[config.mk]
export PLATFORM = sky130hd
export DESIGN_NAME = servo_pwm_array
export DESIGN_NICKNAME = d
export VERILOG_FILES = /design/src/rtl/servo_pwm_array.sv
export SDC_FILE = /design/constraint.sdc
export NUM_CORES = 1
export LEC_CHECK = 0
export ABC_AREA = 1
export CELL_PAD_IN_SITES_DETAIL_PLACEMENT = 1
export CELL_PAD_IN_SITES_GLOBAL_PLACEMENT = 2
export CORE_MARGIN = 2
export CORE_UTILIZATION = 40
export CTS_BUF_LIST = sky130_fd_sc_hd__clkbuf_8
export CTS_CLUSTER_SIZE = 16
export DETAILED_ROUTE_END_ITERATION = 8
export HOLD_SLACK_MARGIN = 0.15
export PLACE_DENSITY = 0.83
export SYNTH_ARGS = -nofsm -noshare
export SYNTH_HDL_FRONTEND = slang
export SYNTH_SLANG_ARGS = --single-unit
[constraint.sdc]
create_clock -name clk -period 5 [get_ports clk]
set_input_delay 1.25 -clock clk [delete_from_list [all_inputs] [get_ports clk]]
set_output_delay 1.25 -clock clk [all_outputs]
set_load 0.05 [all_outputs]
[src/rtl/servo_pwm_array.sv]
// rtl/servo_pwm_array.sv - multi-channel servo PWM with per-channel ramping, clamping and frame-aligned duty update
module servo_pwm_array #(
    parameter int CH       = 4,
    parameter int DUTY_W   = 20,
    parameter int GAP_W    = 12,
    parameter int PERIOD   = 1_000_000,
    parameter int DUTY_MIN = 25_000,
    parameter int DUTY_MAX = 125_000,
    parameter int DUTY_RST = 75_000
) (
    input  logic                               clk,
    input  logic                               rst_n,
    input  logic                               en,
    input  logic                               wr_en,
    input  logic [((CH > 1) ? $clog2(CH) : 1)-1:0] wr_ch,
    input  logic [DUTY_W-1:0]                  wr_duty,
    input  logic [GAP_W-1:0]                   wr_gap,
    output logic [CH-1:0]                      pwm_out,
    output logic [CH-1:0]                      settled,
    output logic                               frame_start
);

    localparam int CH_W = (CH > 1) ? $clog2(CH) : 1;
    localparam logic [DUTY_W-1:0] D_MIN = DUTY_W'(DUTY_MIN);
    localparam logic [DUTY_W-1:0] D_MAX = DUTY_W'(DUTY_MAX);
    localparam logic [DUTY_W-1:0] D_RST = DUTY_W'(DUTY_RST);
    localparam logic [DUTY_W-1:0] LAST  = DUTY_W'(PERIOD - 1);

    logic [DUTY_W-1:0] cnt;
    logic [DUTY_W-1:0] target [CH];
    logic [DUTY_W-1:0] cur    [CH];
    logic [DUTY_W-1:0] shadow [CH];
    logic [GAP_W-1:0]  gap    [CH];
    logic [GAP_W-1:0]  gcnt   [CH];

    logic [DUTY_W-1:0] wr_clamped;
    logic [CH-1:0]     wr_hit;
    logic              frame_end;

    assign frame_end = (cnt == LAST);

    // Out-of-range channel indices simply match no channel.
    always_comb begin
        wr_clamped = wr_duty;
        if (wr_duty < D_MIN) begin
            wr_clamped = D_MIN;
        end else if (wr_duty > D_MAX) begin
            wr_clamped = D_MAX;
        end
        wr_hit  = '0;
        settled = '0;
        for (int i = 0; i < CH; i++) begin
            wr_hit[i]  = wr_en && (wr_ch == CH_W'(i));
            settled[i] = (cur[i] == target[i]);
        end
    end

    always_ff @(posedge clk) begin
        if (!rst_n) begin
            cnt         <= LAST;
            pwm_out     <= '0;
            frame_start <= 1'b0;
        end else begin
            if (en) begin
                cnt <= frame_end ? '0 : cnt + DUTY_W'(1);
            end else begin
                cnt <= LAST;
            end
            frame_start <= en && (cnt == '0);
            for (int i = 0; i < CH; i++) begin
                pwm_out[i] <= en && (cnt < shadow[i]);
            end
        end
    end

    // A write takes priority over a ramp step and restarts the step timer from the present cur.
    always_ff @(posedge clk) begin
        for (int i = 0; i < CH; i++) begin
            if (!rst_n) begin
                target[i] <= D_RST;
                cur[i]    <= D_RST;
                shadow[i] <= D_RST;
                gap[i]    <= '0;
                gcnt[i]   <= '0;
            end else begin
                if (frame_end) begin
                    shadow[i] <= cur[i];
                end
                if (wr_hit[i]) begin
                    target[i] <= wr_clamped;
                    gap[i]    <= wr_gap;
                    gcnt[i]   <= '0;
                end else if (cur[i] == target[i]) begin
                    gcnt[i] <= '0;
                end else if (gap[i] == '0) begin
                    cur[i] <= target[i];
                end else if (gcnt[i] == gap[i] - GAP_W'(1)) begin
                    cur[i]  <= (cur[i] < target[i]) ? cur[i] + DUTY_W'(1) : cur[i] - DUTY_W'(1);
                    gcnt[i] <= '0;
                end else begin
                    gcnt[i] <= gcnt[i] + GAP_W'(1);
                end
            end
        end
    end

endmodule

# Yosys cells after proc, flatten, opt, wreduce, memory -nomap -nowiden

Memories as Yosys holds them, arrays and structs flattened.
Cells that the tools add are included.

Register bits after elaboration: 25
Bits in writable memories: 336
Bits of input ports: 38
Output and inout port bits: 9
Word-level logic and storage cells: 246
Memories: 5

Add/sub/neg operators: 17
Order comparisons: 10
Equal/unequal tests: 12
Multiplexer cells: 143
Bitwise gates (word level): 38
Reductions and logical operators: 17

Memory list:

| memory | words | bits a word | read ports | clocked after memory_dff | write ports | line | text |
|---|---|---|---|---|---|---|---|
| cur    | 4     | 20          | 4          | 0                        | 4           | 31   | `logic [DUTY_W-1:0] cur [CH];` |
| shadow | 4     | 20          | 4          | 0                        | 4           | 32   | `logic [DUTY_W-1:0] shadow [CH];` |
| target | 4     | 20          | 4          | 0                        | 4           | 30   | `logic [DUTY_W-1:0] target [CH];` |
| gap    | 4     | 12          | 4          | 0                        | 4           | 33   | `logic [GAP_W-1:0] gap [CH];` |
| gcnt   | 4     | 12          | 4          | 0                        | 4           | 34   | `logic [GAP_W-1:0] gcnt [CH];` |

Operators with widths:

| operator                                             | count |
|---|---|
| 2-to-1 mux 20 bit                                    | 23 |
| 2-to-1 mux 12 bit                                    | 20 |
| < comparator 20 bit                                  | 8 |
| adder 20 x 1 -> 20 bit, second input constant        | 5 |
| 2-to-1 mux 1 bit                                     | 100 |
| equality test 20 bit                                 | 4 |
| subtractor 20 x 1 -> 20 bit, second input constant   | 4 |
| adder 12 x 1 -> 12 bit, second input constant        | 4 |
| equality test 12 bit                                 | 4 |
| logical NOT 12 bit                                   | 4 |
| subtractor 12 x 1 -> 12 bit, second input constant   | 4 |
| OR 1 bit                                             | 36 |
| equality test 20 bit, second input constant          | 1 |
| > comparator 20 x 17 -> 1 bit, second input constant | 1 |
| logical NOT 20 bit                                   | 1 |
| < comparator 20 x 15 -> 1 bit, second input constant | 1 |
| logical AND 1 bit                                    | 9 |
| equality test 2 bit, second input constant           | 2 |
| OR reduction 3 bit                                   | 1 |
| equality test 2 x 1 -> 1 bit, second input constant  | 1 |
| logical NOT 2 bit                                    | 1 |
| NOT 1 bit                                            | 2 |
| AND reduction 2 bit                                  | 1 |

# Longest topological paths before layout

Gate-level depths: netlist (run 1).

Word-level depth: 10
Mapped depth: 23

# Least setup slack after synthesis (run 1)

OpenSTA, ideal clock, no wires.

Path type: input port to flip-flop
From: input rst_n
To: memory cur[3][0], enable pin
Library setup time: 0.425 ns
Data arrival time: 3.596 ns
Setup slack: 0.979 ns
Stages: 6
Cells stage by stage: buf_2 nand2_1 nor3_1 nand3_1 buf_2 o21ai_0

RTL lines:

| what            | line | text |
|---|---|---|
| start, declared | 12   | `input logic rst_n,` |
| end, declared   | 31   |  |

==> flow_summary.toml, run 1 <==
[finish]
area_growth_pct = 11.4
diodes = 0
finalNetCount = 3541
final_layout_size_suffix_gt1_frac = 0.0595

[logic_synthesis]
synthArstFlopShare = 0
synth_top_area_frac = 0.399
ys.flop_type = "edfxtp_1"
synth_edf_count = 336
synthTopCellsByArea = "edfxtp_1 40%, ha_1 12%, nand2_1 10%, inv_1 7.7%, nor2_1 5.9%"
yosysSeqAreaShare = 0.419
mappedNetlistArea_sq_mm = 0.0253
syn-mean-instance-area_sq_um = 8.05
ys_ff_latch = 361
synth_warnings = 0
yosys.area.top_type = "edfxtp_1"
synth_cells = 3141
synthDistinctLibCells = 51

[clock_tree]
cts_resized = 0
cts.sinks = 361
cts_root_buffer = "clkbuf_8"
clk_path_buf_depth = 3
cts_made_buffers = 71
post_cts_buffers = 0
clkTransAtPathRegs_ps = 60
h-tree-depth = 3
cts_hold_buffers = 0
cts_tree = "built"
insertion_delay_ps = 630

[placement]
dp.final_hpwl_mm = 60.6
pre_cts_ws_ps = 335
gp_congestion = 0.890
io_buffers = 46

[die]
die_y_um = 255
rows = 92
io_pins = 47
core-area_sq_mm = 0.0627
start_util = 0.403
die_area_sq_mm = 0.0652
die_x_um = 255

[critical_path]
endpoint_kind = "primary output"
path_delay_family = "buffers and inverters"
cp.required_ps = 3750
worstPathArrival_ps = 3310
timing.critical_path.slowest_cell_delay_ps = 850
slowest_stage = "clkdlybuf4s50_1"
crit_chain = "ha_1 > nand2_1 > nor2_1 > nand2_1 > nor2_1 > nand4_2 > inv_1 > clkdlybuf4s50_1"
path_buf_inv = 2
crit_type = "reg -> out"
worst_setup_path_start_kind = "flip-flop"
cp_max_fo = 8

[timing]
timing.hold.ws_ps = 543
grt_setup_unrepaired = "false"
final-setup-viol-count = 0
worst_slack_ps = 435
setup_tns_ps = 0
finalCritPeriodShare = 0.913
finalCriticalPeriod_ps = 4560
fin_skew_ps = 23.1
worst_pin_slew_ps = 1240
slew_violations = 0
hold_violations = 0
fmax_mhz = 219
relSlewSlack = 0.175

[power]
peakVddDrop_mv = 0.266
power_density_mw_per_mm2 = 294
leakagePower_nw = 12.9
swShare = 0.322
intPower_w = 0.00562
pwr-share-comb = 0.220
p_sw_w = 0.00267
clkPwrFrac = 0.347
finalPower_w = 0.00829
seq_power_share = 0.434

[global_route]
grt_pass1_wl_mm = 124
grt-ovfl-total = 0
grt_pass1_vias = 22543
track_usage = 0.239
grt_max_degree = 81
antenna_found_initial = 0

[worst_hold_path]
hold_class = "reg -> reg"

[routing]
routed_via_density = 5.14
wl_per_cell_um = 18.7
vias = 21372
drt_wl_total_mm = 77.9
drc = 0
firstDrtPassIters = 5
drt_iter0_markers = 1098
ant_nets = 0

[run_status]
status = "finished clean"

[flow_run]
drv_cap = 0
==> stage by stage <==
step | utilization | instances | instance area [sq um]
floorplan | - | 3152 | 25300
global placement | 0.428 | 4032 | 26900
detailed placement | 0.428 | 4032 | 26900
CTS | 0.449 | 4155 | 28200
global route | 0.449 | 4155 | 28200
finish | 0.449 | 4155 | 28200
==> area by class of cell <==
cell class	instances	area, sq um
multi-input combinational	2216	12500
timing repair buffer	81	726
fill	7684	34600
clock inverter	52	323
tap	846	1060
inverter	528	1980
clock buffer	71	977
sequential	361	10600
==> flip-flops by register name, summed over array words and instances (netlist names) <==
name,flops
target,80
frame_start,1
cur,80
shadow,80
gap,48
pwm_out,4
gcnt,48
cnt,20
==> cells in the mapped netlist (2+ instances only) <==
cell type and n:
o21bai_1 6, o211ai_1 8, nor2_2 18, nand3_1 164
a21boi_0 7, xor2_1 72, nand3b_1 25, o21ai_0 95
nor3_1 51, a31oi_1 8, or2_2 31, o21a_1 11
nor2_4 3, xnor2_1 42, or2_1 6, buf_4 7
nand4_2 2, nand3_2 4, and3_1 3, nand2_2 5
nor2_1 399, ha_1 240, nand2_1 705, nor4_1 12
buf_6 3, inv_2 8, or4_1 2, a21oi_1 164
edfxtp_1 336, a211oi_1 7, a21o_1 13, dfxtp_1 25
nor3b_1 5, o21ai_1 15, nand4_1 67, fa_1 4
buf_2 13, clkbuf_1 23, inv_1 520
==> worst reg2reg max path, cell delays in order (launching register included) <==
cell and delay [ps]:
edfxtp_1 450, ha_1 330, nand2_1 60, nor2_1 170, nand2_1 160, nor2_1 230, nand2_1 190, nand3_1 580
ha_1 440, a21o_1 240, nor2_1 340, inv_1 80, a21oi_1 240, nand3b_1 170, nand3b_1 90, nand2_1 80
nand2_1 70, nand2_1 90, inv_1 30
==> logic make-up (layout without fill, tap and decap cells) <==
logic type | count (synthesis) | after routing | synth area share
AO/OA/AOI/OAI | 338 | 338 | 0.0730
XOR/XNOR | 115 | 115 | 0.0404
adder cells (fa/ha/maj) | 244 | 244 | 0.122
buffers and inverters | 575 | 732 | 0.0880
flip-flops | 361 | 361 | 0.419
other | 1 | 12 | 0.000148
AND/OR/NAND/NOR | 1507 | 1507 | 0.258
==> power groups by stage <==
| stage | clock network, W | logic, W | registers (W) |
|---|---|---|---|
| global placement | 0 | 0.00174 | 0.00365 |
| detailed placement | 0 | 0.00180 | 0.00366 |
| finish | 0.00287 | 0.00182 | 0.00359 |
| global route | 0.00306 | 0.00207 | 0.00361 |
| floorplan | 0 | 0.00128 | 0.00361 |
| CTS | 0.00296 | 0.00182 | 0.00360 |
==> placed cells by master, fill, tap and decap left out, types with 7 or more instances in the layout <==
master	Yosys	final
buf_4	7	35
nor4_1	12	12
a21boi_0	7	7
clkbuf_8	0	71
nand4_1	67	67
nor3_1	51	51
inv_2	8	8
inv_1	520	544
conb_1	1	12
a211oi_1	7	7
nand2_1	705	704
nor2_2	18	18
clkinv_1	0	16
o21ai_1	15	17
xnor2_1	42	42
clkdlybuf4s50_1	0	45
o21a_1	11	11
nand3b_1	25	25
a21oi_1	164	164
edfxtp_1	336	336
a31oi_1	8	8
o21ai_0	95	92
ha_1	240	240
a21o_1	13	13
xor2_1	72	72
o211ai_1	8	8
dfxtp_1	25	25
or2_2	31	31
nand3_1	164	164
nor2_1	399	399
==> worst paths after layout <==
check | startpoint | endpoint | slack, ps | depth (start not counted)
max | cur[3][19] | settled[3] | 440 | 8
min | target[2][5] | cur[2][5] | 540 | 2
max reg2reg | cur[3][19] | cur[3][15] | 720 | 18
min reg2reg | target[2][5] | cur[2][5] | 540 | 2
==> layer usage <==
metal / share of wire / routed length, um / track usage
met5: 0 / 0 / 0
met4: 0.023 / 1820 / 0.0706
met3: 0.036 / 2830 / 0.0291
met2: 0.47 / 36600 / 0.405
met1: 0.47 / 36600 / 0.321
No activity file was read; power rests on OpenSTA's default activity.
==> inputs of run 2 (changes only) <==
Clock period 5 ns to 5.2 ns, I/O delays scaled along.
==> flow_summary.toml, run 2 (synthesis gave the netlist of run 1 again) <==
[routing]
drt_iter0_markers = 1088
drc = 0
drt_wl_total_mm = 77.0
ant_nets = 0
wl_per_cell_um = 18.5
routed_via_density = 5.16
firstDrtPassIters = 5
vias = 21465

[die]
die_y_um = 255
core-area_sq_mm = 0.0627
rows = 92
die_x_um = 255
die_area_sq_mm = 0.0652
io_pins = 47
start_util = 0.403

[run_status]
status = "finished clean"

[finish]
final_cell_mix = "704 x nand2_1, 547 x inv_1, 399 x nor2_1"
diodes = 0
stdcell_area_sq_mm = 0.0281
fillers = 7660
reg_top3 = "cur (80), shadow (80), target (80)"
finalNetCount = 3540
final_cells = 4157
final_layout_size_suffix_gt1_frac = 0.0601
area_growth_pct = 11.3
layout_commonest_cell = "nand2_1"

[placement]
io_buffers = 46
dp.final_hpwl_mm = 59.9
placedCellCount = 4030
placed_area_sq_mm = 0.0269
gp_congestion = 0.857

[timing]
grt_setup_unrepaired = "false"
final-setup-viol-count = 0
worst_pin_slew_ps = 1210
slew_violations = 0
finalCritPeriodShare = 0.883
setup_tns_ps = 0
relSlewSlack = 0.191
fmax_mhz = 218
finalCriticalPeriod_ps = 4590
fin_skew_ps = 26.3
hold_violations = 0

[power]
clkPwrFrac = 0.340
swShare = 0.325
power_density_mw_per_mm2 = 280
intPower_w = 0.00531
pwr-share-comb = 0.221
peakVddDrop_mv = 0.237
seq_power_share = 0.439
p_sw_w = 0.00256
leakagePower_nw = 12.9

[critical_path]
crit_type = "reg -> out"
cp_max_fo = 3
rr_startpoint = "cur[3][19]"
reg2reg_setup_slack_ps = 770
worstPathArrival_ps = 3290
ff2ff_path_depth = 18
worst_setup_path_start_kind = "flip-flop"
endpoint_kind = "primary output"
r2r_end = "cur[3][15]"
cp.required_ps = 3900

[global_route]
grt-ovfl-total = 0
grt_pass1_wl_mm = 123
grt_max_degree = 81
track_usage = 0.237
grt_pass1_vias = 22967
antenna_found_initial = 1

[worst_hold_path]
hold_depth = 2
min-delay-start = "target[2][5]"
worstHoldEndpoint = "cur[2][5]"
hold_class = "reg -> reg"

[clock_tree]
cts_hold_buffers = 0
insertion_delay_ps = 640
cts_tree = "built"
cts_root_buffer = "clkbuf_8"
clk_path_buf_depth = 3
post_cts_buffers = 0
cts_made_buffers = 72
cts_resized = 0
h-tree-depth = 3
clkTransAtPathRegs_ps = 60
cts.sinks = 361

[flow_run]
drv_cap = 0
## run 2: cell types whose count changed in the layout (fill, tap and decap cells not counted), sizes merged
cell           change
bufinv             -3
clkinvlp           +1
clkinv             +1
buf                -2
clkbuf             +4
inv                +1
clkdlybuf4s50      +1
dlymetal6s2s       -1
## run 2: power groups by stage
stage,clock (W),combinational (W),sequential [W]
global placement,0,0.00168,0.00351
CTS,0.00276,0.00175,0.00346
finish,0.00267,0.00174,0.00346
floorplan,0,0.00123,0.00347
detailed placement,0,0.00174,0.00352
global route,0.00288,0.00199,0.00348
## run 2: cell type report
cell class              count  area [sq um]  share of cell area
clock buffers              75          1030              0.0367
clock inverters            52           243             0.00862
inverters                 528          1980              0.0704
multi-input cells        2216         12500               0.445
flip-flops and latches    361         10600               0.376
well taps                 846          1060              0.0376
repair buffers             79           721              0.0256
## run 2: per-stage QoR
stage | util | total power [W] | setup WS [ps] | hold slack (ps)
after floorplan | - | 0.00470 | 1130 | 493
after global placement | 0.428 | 0.00519 | 464 | 556
after detailed placement | 0.428 | 0.00526 | 280 | 568
after CTS | 0.449 | 0.00797 | 496 | 578
after global routing | 0.449 | 0.00835 | 333 | 602
final | 0.449 | 0.00787 | 610 | 585
## run 2: worst max-delay path by stage
| stage | startpoint | end | slack [ps] | depth (start not counted) |
|---|---|---|---|---|
| floorplan | rst_n | cur[3][0] | 1130 | 6 |
| global placement | wr_ch[1] | cur[0][17] | 460 | 8 |
| detailed placement | wr_ch[1] | cur[0][18] | 280 | 8 |
| CTS | cur[0][11] | settled[0] | 500 | 8 |
| global route | cur[3][5] | cur[3][15] | 330 | 18 |
| finish | cur[0][11] | settled[0] | 610 | 8 |
## run 2: worst max-delay path, cell delays in order (launching register included)
cell             delay, ps
edfxtp_1               460
ha_1                   340
nand2_1                 70
nor2_1                 130
nand2_1                 80
nor3_1                 220
inv_1                  140
nor2_1                 330
clkdlybuf4s50_1        880
## run 2: routing by layer
metal / global-route usage / share of wire
met1: 0.305 / 0.45
met3: 0.0314 / 0.039
met4: 0.0637 / 0.022
met2: 0.417 / 0.49
met5: 0 / 0
==> inputs of run 3 (changes only) <==
Settings changed: ABC_AREA 1 to not set, CORE_UTILIZATION 40 to 44, PLACE_DENSITY 0.83 to 0.84.
==> flow_summary.toml, run 3 <==
[run_status]
status = "finished clean"

[logic_synthesis]
ys_ff_latch = 361
synth_cells = 2250
synthTopCellsByArea = "edfxtp_1 43%, ha_1 13%, xnor2_1 3.7%, inv_1 3.3%, xor2_1 3.3%"
synthSimpleGateAreaFrac = 0.163
synth-xor-area-share = 0.0707
mappedNetlistArea_sq_mm = 0.0233
synth_common_cells = "336 x edfxtp_1, 240 x ha_1, 203 x inv_1"
post-synth-top-count-cell = "edfxtp_1"
yosysSeqAreaShare = 0.455
synthArstFlopShare = 0
synth_compound_area_frac = 0.127
synthAdderAreaFrac = 0.133
synth_edf_count = 336
syn-mean-instance-area_sq_um = 10.3
synth_top_area_frac = 0.434
synth_top_family_by_area = "simple AND/OR/NAND/NOR gates"
synthDistinctLibCells = 83
ys.flop_type = "edfxtp_1"
yosys.area.top_type = "edfxtp_1"
synth_warnings = 0
muxShareOfSynthArea = 0.00517

[placement]
placed_area_sq_mm = 0.0246
dp.final_hpwl_mm = 49.9
io_buffers = 46
gp_congestion = 0.863
pre_cts_ws_ps = 393

[finish]
layout_commonest_cell = "edfxtp_1"
fillers = 5738
multi_input_area_sq_mm = 0.0117
reg_top3 = "cur (80), shadow (80), target (80)"
fin_util = 0.494
stdcell_area_sq_mm = 0.0259
area_growth_pct = 11.5
register_area_sq_mm = 0.0106
finalNetCount = 2625
final_cell_mix = "336 x edfxtp_1, 240 x ha_1, 221 x inv_1"
final_layout_size_suffix_gt1_frac = 0.0613

[flow_run]
drv_cap = 0

[clock_tree]
h-tree-depth = 3
insertion_delay_ps = 650
cts_root_buffer = "clkbuf_8"
clkTransAtPathRegs_ps = 60
cts_made_buffers = 70
clk_path_buf_depth = 3
cts_tree = "built"
cts_hold_buffers = 0
cts.sinks = 361

[timing]
hold_violations = 0
fmax_mhz = 209
relSlewSlack = 0.226
setup_tns_ps = 0
worst_pin_slew_ps = 1160
worst_slack_ps = 420
slew_violations = 0
final-setup-viol-count = 0
finalCritPeriodShare = 0.919
fin_skew_ps = 27.6
finalCriticalPeriod_ps = 4780
grt_setup_unrepaired = "false"

[routing]
routed_via_density = 5.72
vias = 17656
drc = 0
drt_iter0_markers = 1058
drt_wl_total_mm = 66.3
wl_per_cell_um = 21.5
firstDrtPassIters = 5
ant_nets = 0

[global_route]
grtUsageMet2 = 0.433
grt_max_degree = 81
track_usage = 0.250
grt_use_met3 = 0.0350
grt_pass1_vias = 18544
grt-ovfl-total = 0
grt_pass1_wl_mm = 105
grt-busiest-layer = "met2"
antenna_found_initial = 4
grt_use_met1 = 0.320

[die]
die_y_um = 234
die_area_sq_mm = 0.0547
core-area_sq_mm = 0.0524
rows = 84
io_pins = 47
start_util = 0.443
die_x_um = 234

[critical_path]
r2r_end = "cur[2][16]"
ff2ff_path_depth = 16
worstPathArrival_ps = 5150
crit_end = "cur[2][16]"
endpoint_kind = "flip-flop"
cp_max_fo = 9
rr_startpoint = "target[2][10]"
worstSetupStartpoint = "target[2][10]"
reg2reg_setup_slack_ps = 420
crit_type = "reg -> reg"
worst_setup_path_start_kind = "flip-flop"
cp.required_ps = 5570

[power]
p_sw_w = 0.00258
pwr-share-comb = 0.222
seq_power_share = 0.437
power_density_mw_per_mm2 = 315
peakVddDrop_mv = 0.201
intPower_w = 0.00560
clkPwrFrac = 0.341
leakagePower_nw = 10.9
swShare = 0.315

[worst_hold_path]
hold_class = "reg -> reg"
-- run 3: layout make-up --
| type | count | share of cell area |
|---|---|---|
| clock buffers | 70 | 0.0372 |
| repair buffers | 75 | 0.0260 |
| multi-input cells | 1631 | 0.452 |
| inverters | 204 | 0.0295 |
| diodes | 1 | 0.0000965 |
| clock inverters | 56 | 0.0139 |
| well taps | 688 | 0.0332 |
| flip-flops and latches | 361 | 0.408 |
-- run 3: through the flow --
step | total power, W | instances | hold WS (ps)
after floorplan | 0.00486 | 2261 | 499
after global placement | 0.00534 | 2959 | 544
after detailed placement | 0.00543 | 2959 | 552
after CTS | 0.00827 | 3085 | 570
after global routing | 0.00864 | 3086 | 580
final | 0.00818 | 3086 | 567
-- run 3: timing repair --
item	in CTS	in global routing
buffers inserted	0	0
endpoints found under the setup margin	0	1
resized for setup	0	1
-- run 3: worst min path at each step --
stage,start,to,slack (ps),cells after the start
5_1_grt,target[2][3],cur[2][3],580,2
2_1_floorplan,cnt[0],cnt[0],500,1
4_1_cts,target[3][17],cur[3][17],570,2
6_report,target[3][17],cur[3][17],570,2
3_3_place_gp,target[3][17],cur[3][17],540,2
3_5_place_dp,target[3][17],cur[3][17],550,2
-- run 3: cells by family after synthesis --
group | Yosys count
simple gates | 734
compound gates | 443
fa+ha+maj | 244
xor+xnor | 186
mux | 12
other cells | 1
buf+inv | 269
flops | 361
-- run 3: per-layer routing --
layer  vias up  routed length, um
met1      8789              28800
li1       8420                  -
met4         4               1950
met5         -                 27
met3        93               2720
met2       350              32800
-- run 3: power by group through the flow --
stage / combinational [W] / sequential, W / clock (W)
4_1_cts: 0.00182 / 0.00357 / 0.00288
3_3_place_gp: 0.00172 / 0.00363 / 0
3_5_place_dp: 0.00180 / 0.00363 / 0
6_report: 0.00182 / 0.00357 / 0.00279
5_1_grt: 0.00204 / 0.00359 / 0.00301
2_1_floorplan: 0.00128 / 0.00358 / 0
-- run 3: worst max-delay path: stages, from the launching register on --
cell       delay [ps]
edfxtp_1          530
inv_1              90
ha_1              300
nand4_1           140
or2_1             160
a21oi_1            50
o31ai_1           230
o211ai_1          410
fa_1              600
a211oi_1          310
nor3_1            110
or3_1             410
o31ai_2           420
o2111ai_1         220
a31oi_1           240
xnor2_1           150
a32oi_1           120
